## src/rtl/mem_seq_pkg.sv

```systemverilog
// rtl/mem_seq_pkg.sv - shared defaults and FSM state encoding for mem_seq_master
package mem_seq_pkg;

  // Default geometry of the word RAM port
  localparam int AW_DEF   = 10;
  localparam int DW_DEF   = 16;
  localparam int LENW_DEF = 4;

  // FSM state encoding; ST_VERIFY is only reachable with MEM_SEQ_WRITE_VERIFY_EN
  localparam logic [2:0] ST_IDLE   = 3'd0;
  localparam logic [2:0] ST_WRITE  = 3'd1;
  localparam logic [2:0] ST_READ   = 3'd2;
  localparam logic [2:0] ST_DRAIN  = 3'd3;
  localparam logic [2:0] ST_VERIFY = 3'd4;

endpackage

```

## src/rtl/mem_seq_beat_ctr.sv

```systemverilog
// rtl/mem_seq_beat_ctr.sv - RAM address register with wrap, beat down-counter and read-issue history
module mem_seq_beat_ctr
  import mem_seq_pkg::*;
#(
  parameter int AW   = AW_DEF,
  parameter int LENW = LENW_DEF
) (
  input  logic            clk,
  input  logic            reset,
  input  logic            load,
  input  logic [AW-1:0]   load_addr,
  input  logic [LENW-1:0] load_len,
  input  logic            advance,
  input  logic            issue_in,
  output logic [AW-1:0]   addr,
  output logic            last,
  output logic [1:0]      issue_sr
);

  logic [LENW-1:0] beats_left;

  // The final beat has been issued once no beats remain
  assign last = (beats_left == '0);

  // Address/beat counters; issue_sr tracks which cycles carried a burst read so
  // the capture stage knows when RAM data for an issued address is present
  always_ff @(posedge clk or posedge reset) begin
    if (reset) begin
      addr       <= '0;
      beats_left <= '0;
      issue_sr   <= 2'b00;
    end else begin
      issue_sr <= {issue_sr[0], issue_in};
      if (load) begin
        addr       <= load_addr;
        beats_left <= load_len;
      end else if (advance) begin
        addr       <= (addr == {AW{1'b1}}) ? '0 : addr + AW'(1);
        beats_left <= beats_left - LENW'(1);
      end
    end
  end

endmodule

```

## src/rtl/mem_seq_master.sv

```systemverilog
// rtl/mem_seq_master.sv - RAM-port initiator: single writes and incrementing read bursts (option: MEM_SEQ_WRITE_VERIFY_EN)
module mem_seq_master
  import mem_seq_pkg::*;
#(
  parameter int AW   = AW_DEF,
  parameter int DW   = DW_DEF,
  parameter int LENW = LENW_DEF
) (
  input  logic            clk,
  input  logic            reset,
  input  logic            req_valid,
  output logic            req_ready,
  input  logic            req_write,
  input  logic [AW-1:0]   req_addr,
  input  logic [DW-1:0]   req_wdata,
  input  logic [LENW-1:0] req_len,
  output logic            rsp_valid,
  output logic [DW-1:0]   rsp_data,
  output logic            wr_done,
  output logic            wr_err,
  output logic            busy,
  output logic            MemRead,
  output logic            MemWrite,
  output logic [AW-1:0]   Address,
  output logic [DW-1:0]   WriteData,
  input  logic [DW-1:0]   MemData
);

  logic [2:0] state;
  logic       accept;
  logic       advance;
  logic       issue_in;
  logic       last;
  logic [1:0] issue_sr;
`ifdef MEM_SEQ_WRITE_VERIFY_EN
  logic       verify_wait;
`endif

  assign req_ready = (state == ST_IDLE);
  assign busy      = ~req_ready;
  assign accept    = req_ready & req_valid;
  assign advance   = (state == ST_READ) & ~last;
  // Only burst reads feed the capture pipe; a verify read must not emit rsp_valid
  assign issue_in  = MemRead & (state == ST_READ);
  // Stage 2 of the issue history marks the cycle whose captured word is valid
  assign rsp_valid = issue_sr[1];

  mem_seq_beat_ctr #(
    .AW   (AW),
    .LENW (LENW)
  ) u_beat_ctr (
    .clk       (clk),
    .reset     (reset),
    .load      (accept),
    .load_addr (req_addr),
    .load_len  (req_len),
    .advance   (advance),
    .issue_in  (issue_in),
    .addr      (Address),
    .last      (last),
    .issue_sr  (issue_sr)
  );

  // Capture the RAM word when an issued address reaches the capture stage
  always_ff @(posedge clk or posedge reset) begin
    if (reset) begin
      rsp_data <= '0;
    end else if (issue_sr[0]) begin
      rsp_data <= MemData;
    end
  end

`ifndef MEM_SEQ_WRITE_VERIFY_EN
  assign wr_err = 1'b0;
`endif

  // Control FSM and registered RAM strobes
  always_ff @(posedge clk or posedge reset) begin
    if (reset) begin
      state     <= ST_IDLE;
      MemRead   <= 1'b0;
      MemWrite  <= 1'b0;
      WriteData <= '0;
      wr_done   <= 1'b0;
`ifdef MEM_SEQ_WRITE_VERIFY_EN
      wr_err      <= 1'b0;
      verify_wait <= 1'b0;
`endif
    end else begin
      wr_done <= 1'b0;
      case (state)
        ST_IDLE: begin
          if (req_valid) begin
            if (req_write) begin
              WriteData <= req_wdata;
              MemWrite  <= 1'b1;
              state     <= ST_WRITE;
            end else begin
              MemRead <= 1'b1;
              state   <= ST_READ;
            end
          end
        end
        ST_WRITE: begin
          // RAM has committed on the negedge inside the strobe cycle
          MemWrite <= 1'b0;
`ifdef MEM_SEQ_WRITE_VERIFY_EN
          MemRead     <= 1'b1;
          verify_wait <= 1'b0;
          state       <= ST_VERIFY;
`else
          wr_done <= 1'b1;
          state   <= ST_IDLE;
`endif
        end
        ST_READ: begin
          if (last) begin
            MemRead <= 1'b0;
            state   <= ST_DRAIN;
          end
        end
        ST_DRAIN: begin
          // Leave on the edge that presents the final word
          if (issue_sr[0]) begin
            state <= ST_IDLE;
          end
        end
`ifdef MEM_SEQ_WRITE_VERIFY_EN
        ST_VERIFY: begin
          if (!verify_wait) begin
            // RAM sampled the read strobe on this edge; data arrives next cycle
            MemRead     <= 1'b0;
            verify_wait <= 1'b1;
          end else begin
            wr_done <= 1'b1;
            wr_err  <= (MemData != WriteData);
            state   <= ST_IDLE;
          end
        end
`endif
        default: begin
          MemRead  <= 1'b0;
          MemWrite <= 1'b0;
          state    <= ST_IDLE;
        end
      endcase
    end
  end

endmodule

```

## config.mk

```make
export PLATFORM = sky130hd
export DESIGN_NAME = mem_seq_master
export DESIGN_NICKNAME = d
export VERILOG_FILES = /design/src/rtl/mem_seq_pkg.sv /design/src/rtl/mem_seq_beat_ctr.sv /design/src/rtl/mem_seq_master.sv
export SDC_FILE = /design/constraint.sdc
export NUM_CORES = 1
export LEC_CHECK = 0
export BUFFER_PORTS_ARGS = -buffer_cell sky130_fd_sc_hd__buf_4
export CORE_ASPECT_RATIO = 0.7
export CORE_MARGIN = 3
export CORE_UTILIZATION = 43
export DETAILED_ROUTE_END_ITERATION = 8
export PLACE_DENSITY = 0.8
export SLEW_MARGIN = 20
export SYNTH_ARGS = -nofsm -noshare
export SYNTH_HDL_FRONTEND = slang
export SYNTH_SLANG_ARGS = --single-unit
```

## constraint.sdc

```tcl
create_clock -name clk -period 2 [get_ports clk]
set_clock_uncertainty 0.15 [all_clocks]
set_input_delay 0.1 -clock clk [delete_from_list [all_inputs] [get_ports clk]]
set_output_delay 0.1 -clock clk [all_outputs]
set_load 0.01 [all_outputs]
```

==> results.toml, run 1 <==
[routing]
drt_drc_violations_left = 0
drt-pass1-iter-count = 4
routed-via-count = 2069
average_vias_per_placed_instance = 4.926
drt-wirelength-per-cell_um = 14.64
drt.antenna.violating_nets = 0
wirelength_um = 6150
drt_iter0_drc = 66

[global_route]
initial_antenna_violation_count = 0
global_route.overflow_total = 0
grtUsageTotal_pct = 19.66
grt_start_max_net_pins = 26
grt_pass1_wl_um = 9804
first_global_vias = 2116

[sta]
slew_headroom_pct = 66.10
timing_worst_slew_pin_value_ps = 507.8
setup_violations = 0
hold_viol = 0
min_period_ps = 1930
maxSlewViolCount = 0
totalNegativeSetupSlack_ps = 0
setup_ws_ps = 69.52
post_route_clock_period_utilization_pct = 96.52
rsz0062_at_grt = "no"
hold_ws_ps = 22.60
clock.fmax_ghz = 0.5180

[critical_path]
reg2reg_depth = 6
crit_path_start = "u_beat_ctr.beats_left[0]"
crit-reg2reg-capture = "u_beat_ctr.addr[1]"
timing.critical_path.to_type = "flip-flop"
worst-path-stages = 6
critical_path.startpoint_type = "flip-flop"
cp.buffers_inverters = 1
critical_path.top_delay_family = "simple AND/OR/NAND/NOR gates"
worst-r2r-setup-slack_ps = 70
crit_path_end = "u_beat_ctr.addr[1]"
crit_chain = "inv_1 -> ha_1 -> nor3b_2 -> or2_2 -> and3_1 -> a221o_1"
r2r-start = "u_beat_ctr.beats_left[0]"
worst-endpoint-arrival_ps = 1970
timing.critical_path.slowest_stage_cell = "sky130_fd_sc_hd__or2_2"
criticalPathCategory = "flip-flop to flip-flop"
critical_path.max_fanout = 10
critPathRequiredTime_ps = 2040
cp_slowest_stage_delay_ps = 400

[placement]
post-dp-hpwl_um = 4297
place.port_buffers = 97
globalplace.congestion = 0.9336
place_worst_setup_slack_ps = 43.60
count_of_placed_standard_cells_including_taps = 365
place_area_sq_um = 3247

[floorplan]
core_area_sq_um = 5313
num_io_pins = 99
std_cell_rows = 22
initial_utilization_pct = 45.27
die_height_um = 68.57
fp.dieArea_sq_um = 6541
die_w_um = 95.39

[yosys]
syn_area_per_cell_sq_um = 12.33
yosys.area_share.adder_pct = 1.041
syn_nets = 247
yosys_register_bits = 53
post_synth_instance_area_sq_um = 2405
compound_gate_portion_of_the_synthesized_area_pct = 9.521
synth_simple_gate_area_share_pct = 13.48
synth_mux_area_share_pct = 15.45
synthesis.yosys.warnings = 0
synth_top_family_by_area = "multiplexers"
ys_types = 43
seq_area_frac_synth_pct = 55.15
post_synth_xor_xnor_area_pct = 1.093
syn-instance-count = 195

[clocking]
clk_transition_reported_paths_ps = 90
clock_insertion_delay_worst_skew_ps = 290
cts-buffers-inserted = 5
clock_sink_count = 53
clock_tree.buffer_depth = 2
post-cts-setup-buffer-count = 0
cts_tree = "built"
cts-htree-levels = 2
ctsRootBufferMaster = "sky130_fd_sc_hd__clkbuf_8"

[final_layout]
n_antenna_cell = 0
design.final.nets = 399
mostFrequentLayoutCell = "sky130_fd_sc_hd__buf_4"
final_area_sq_um = 3851
final-instance-count-excl-fill = 420
post_route_cells_drive_above_1_share_pct = 47.13
final_cell_mix = "107 x sky130_fd_sc_hd__buf_4, 53 x sky130_fd_sc_hd__dfrtp_1, 47 x sky130_fd_sc_hd__dlygate4sd3_1"
fin_util_pct = 72.49
syn_to_final_growth_pct = 60.15
fillerInstances = 397

[power]
power_per_cell_area_nw_per_um2 = 1373
power_leakage_nw = 1.779
finalPower_mw = 5.289
vdd_drop_max_mv = 0.7758

[run]
maxCapViolations = 0

[status]
run_status = "completed"

[hold_path]
worst_hold_path_type = "input port to flip-flop"
[registers in the layout, summed over array words and instances (netlist names)]
signal                 count
MemRead                    1
u_beat_ctr.issue_sr        2
MemWrite                   1
state                      2
u_beat_ctr.addr           10
rsp_data                  16
wr_done                    1
WriteData                 16
u_beat_ctr.beats_left      4
[repair_timing]
| action | 4_1_cts | 5_1_grt |
|---|---|---|
| gates resized for setup | 0 | 3 |
| endpoints found under the hold margin | 70 | 0 |
| endpoints found under the setup margin | 0 | 9 |
| hold buffers | 47 | 0 |
[cells in the mapped netlist (all sizes together)]
master,count,share of area (%)
a22o,1,0.42
nor4b,1,0.36
and4,3,1.1
nor4,2,1.1
ha,2,1.0
nand4,1,0.26
and3,1,0.26
nand4b,1,0.36
or3b,1,0.36
or2,2,0.52
or3,1,0.26
nor3,4,0.83
nand2,12,1.9
a21o,3,0.94
o311ai,2,0.73
nor3b,4,1.2
o21ai,8,1.7
nand3,4,0.83
and4bb,1,0.68
nor2,15,2.4
conb,1,0.16
and2b,1,0.36
dfrtp,53,55
a211oi,1,0.31
o211ai,2,0.62
a311oi,1,0.36
xnor2,3,1.1
nand2b,1,0.57
buf,10,3.2
a21boi,1,0.31
a31oi,5,1.3
a221o,4,1.8
o21bai,1,0.47
a21oi,3,0.62
mux2,33,15
inv,6,0.94
[metal layers]
metal,track usage [%],wire length [um]
met5,0,0
met4,7.092,124
met2,33.57,3016
met3,3.688,320
met1,25.44,2689
[worst min path at each step]
stage | slack (ps) | startpoint | end | depth (start not counted)
3_3_place_gp | 20 | reset | WriteData[7] | 2
5_1_grt | 10 | req_write | state[1] | 3
3_5_place_dp | 20 | reset | WriteData[7] | 2
2_1_floorplan | 70 | req_addr[8] | u_beat_ctr.addr[8] | 2
4_1_cts | 20 | req_write | MemRead | 4
6_report | 20 | req_addr[7] | u_beat_ctr.addr[7] | 3
[report_power, final]
group / switching (mW) / internal (mW)
Clock: 0.332 / 0.407
Combinational: 1.08 / 1.45
Sequential: 0.431 / 1.59
[tightest hold or removal path, stage by stage]
cell                       delay, ps
sky130_fd_sc_hd__buf_4            90
sky130_fd_sc_hd__a211oi_1         60
sky130_fd_sc_hd__nor3_1          150
[cells by family (layout without fill, tap and decap cells)]
family                   Yosys count  count (layout)
adder cells (fa/ha/maj)            2               2
other                              1               1
buffers and inverters             16             169
AND/OR/NAND/NOR                   55              55
AO/OA/AOI/OAI                     32              32
XOR/XNOR                           3               3
flip-flops                        53              53
multiplexers                      33              33
[layout make-up]
cell class              instances  area (sq um)  share of cell area, %
inverters                       6         22.52                 0.5848
repair buffers                155          1294                  33.59
multi-input cells             126         998.5                  25.93
clock buffers                   6         82.58                  2.144
clock inverters                 2         37.54                 0.9747
flip-flops and latches         53          1326                  34.44
well taps                      72         90.09                  2.339
Note: power is estimated with default switching activity, not from simulation.
==> inputs of run 2 (changes only) <==
--- a/config.mk
+++ b/config.mk
@@ -16,2 +16,3 @@
 export SYNTH_HDL_FRONTEND = slang
 export SYNTH_SLANG_ARGS = --single-unit
+export TNS_END_PERCENT = 10
==> constraint.sdc (replaced) <==
create_clock -name clk -period 2 [get_ports clk]
set_clock_uncertainty 0.15 [all_clocks]
set_input_delay 0.1 -clock clk [delete_from_list [all_inputs] [get_ports clk]]
set_output_delay 0.1 -clock clk [all_outputs]
set_load 0.1 [all_outputs]
==> results.toml, run 2 (synthesized netlist as in run 1, its figures left out) <==
[status]
run_status = "completed"

[critical_path]
criticalPathCategory = "flip-flop to flip-flop"
critical_path.max_fanout = 10
timing.critical_path.to_type = "flip-flop"
worst-endpoint-arrival_ps = 1950
critical_path.startpoint_type = "flip-flop"
critPathRequiredTime_ps = 2040

[final_layout]
post_route_cells_drive_above_1_share_pct = 47.41
fillerInstances = 372
storage_cell_area_sq_um = 1326
final_cell_mix = "106 x sky130_fd_sc_hd__buf_4, 53 x sky130_fd_sc_hd__dfrtp_1, 48 x sky130_fd_sc_hd__dlygate4sd3_1"
syn_to_final_growth_pct = 59.78
n_antenna_cell = 0
fin_util_pct = 72.33
top_regs = "WriteData (16), rsp_data (16), u_beat_ctr.addr (10)"
design.final.nets = 399
mostFrequentLayoutCell = "sky130_fd_sc_hd__buf_4"
multiInputGateArea_sq_um = 1006

[routing]
wirelength_um = 6526
drt-pass1-iter-count = 4
drt-wirelength-per-cell_um = 15.54
drt.antenna.violating_nets = 0
drt_iter0_drc = 97
average_vias_per_placed_instance = 5.050
routed-via-count = 2121
drt_drc_violations_left = 0

[clocking]
cts-htree-levels = 2
ctsRootBufferMaster = "sky130_fd_sc_hd__clkbuf_8"
clock_insertion_delay_worst_skew_ps = 300
cts_tree = "built"
clk_transition_reported_paths_ps = 100
post-cts-setup-buffer-count = 0
clock_sink_count = 53
cts-buffers-inserted = 5
clock_tree.buffer_depth = 2

[placement]
place.port_buffers = 97
globalplace.congestion = 0.8797
post-dp-hpwl_um = 4328

[hold_path]
worst_hold_path_type = "input port to flip-flop"

[sta]
maxSlewViolCount = 0
rsz0062_at_grt = "no"
slew_headroom_pct = 61.35
timing_worst_slew_pin_value_ps = 578.9
hold_viol = 0
post_route_clock_period_utilization_pct = 95.43
clock.fmax_ghz = 0.5240
min_period_ps = 1909
hold_ws_ps = 29.43
setup_violations = 0

[global_route]
initial_antenna_violation_count = 0
global_route.overflow_total = 0
grt_pass1_wl_um = 10190
first_global_vias = 2104
grt_start_max_net_pins = 28
grtUsageTotal_pct = 20.70

[floorplan]
core_area_sq_um = 5313
die_height_um = 68.57
initial_utilization_pct = 45.27
std_cell_rows = 22
fp.dieArea_sq_um = 6541
die_w_um = 95.39
num_io_pins = 99

[run]
maxCapViolations = 0
==> run 2: cell count changes in the layout (fill, tap and decap cells not counted), sizes merged <==
cell         change
buf              -1
bufinv           -1
clkbuf           +1
clkinv           +1
clkinvlp         -1
dlygate4sd3      +1
==> run 2: cell type report <==
cell class / instances / share of cell area (%)
inverter: 6 / 0.5861
clock inverter: 1 / 0.1303
tap: 72 / 2.345
timing repair buffer: 155 / 33.73
clock buffer: 7 / 2.507
sequential: 53 / 34.52
multi-input combinational: 126 / 26.18
==> run 2: timing repair <==
action / 4_1_cts / 5_1_grt
gates resized for setup: 0 / 3
hold buffers: 48 / 0
endpoints found under the setup margin: 0 / 6
endpoints found under the hold margin: 73 / 0
==> run 2: worst max-delay path, cell delays in order, from the launching register on <==
cell and delay, ps:
sky130_fd_sc_hd__dfrtp_1 370, sky130_fd_sc_hd__inv_1 50, sky130_fd_sc_hd__ha_1 210, sky130_fd_sc_hd__nor3b_2 170, sky130_fd_sc_hd__or2_2 400, sky130_fd_sc_hd__and3_1 200
sky130_fd_sc_hd__a221o_1 250
==> run 2: routing by layer <==
layer | vias to the layer above | wire length [um] | GRT usage, %
li1 | 1007 | - | -
met1 | 1016 | 2709 | 25.93
met2 | 89 | 3255 | 36.18
met3 | 9 | 462 | 4.772
met4 | 0 | 98 | 6.383
met5 | - | 0 | 0
==> run 2: metrics by stage <==
stage / TNS, ps / setup slack (ps) / cell area (sq um) / std cells
2_1_floorplan: -14240 / -805.1 / 2412 / 195
3_3_place_gp: 0 / 103.5 / 3247 / 364
3_5_place_dp: 0 / 44.12 / 3247 / 364
4_1_cts: 0 / 47.52 / 3829 / 420
5_1_grt: 0 / 18.22 / 3842 / 420
6_report: 0 / 91.49 / 3842 / 420
==> run 2: path summary, 6_finish.rpt <==
kind	cells after the start	slack (ps)	end	start
worst max-delay path	6	90	u_beat_ctr.addr[1]	u_beat_ctr.beats_left[0]
worst min-delay path	4	30	MemRead	req_write
worst max register to register	6	90	u_beat_ctr.addr[1]	u_beat_ctr.beats_left[0]
worst min register to register	2	360	MemWrite	MemWrite
max in group asynchronous	4	870	WriteData[0]	reset
min in group asynchronous	3	280	rsp_data[14]	reset
Power of run 2 is not shown: default switching activity piles up to over one toggle a cycle in this logic, so the estimate is an artifact.
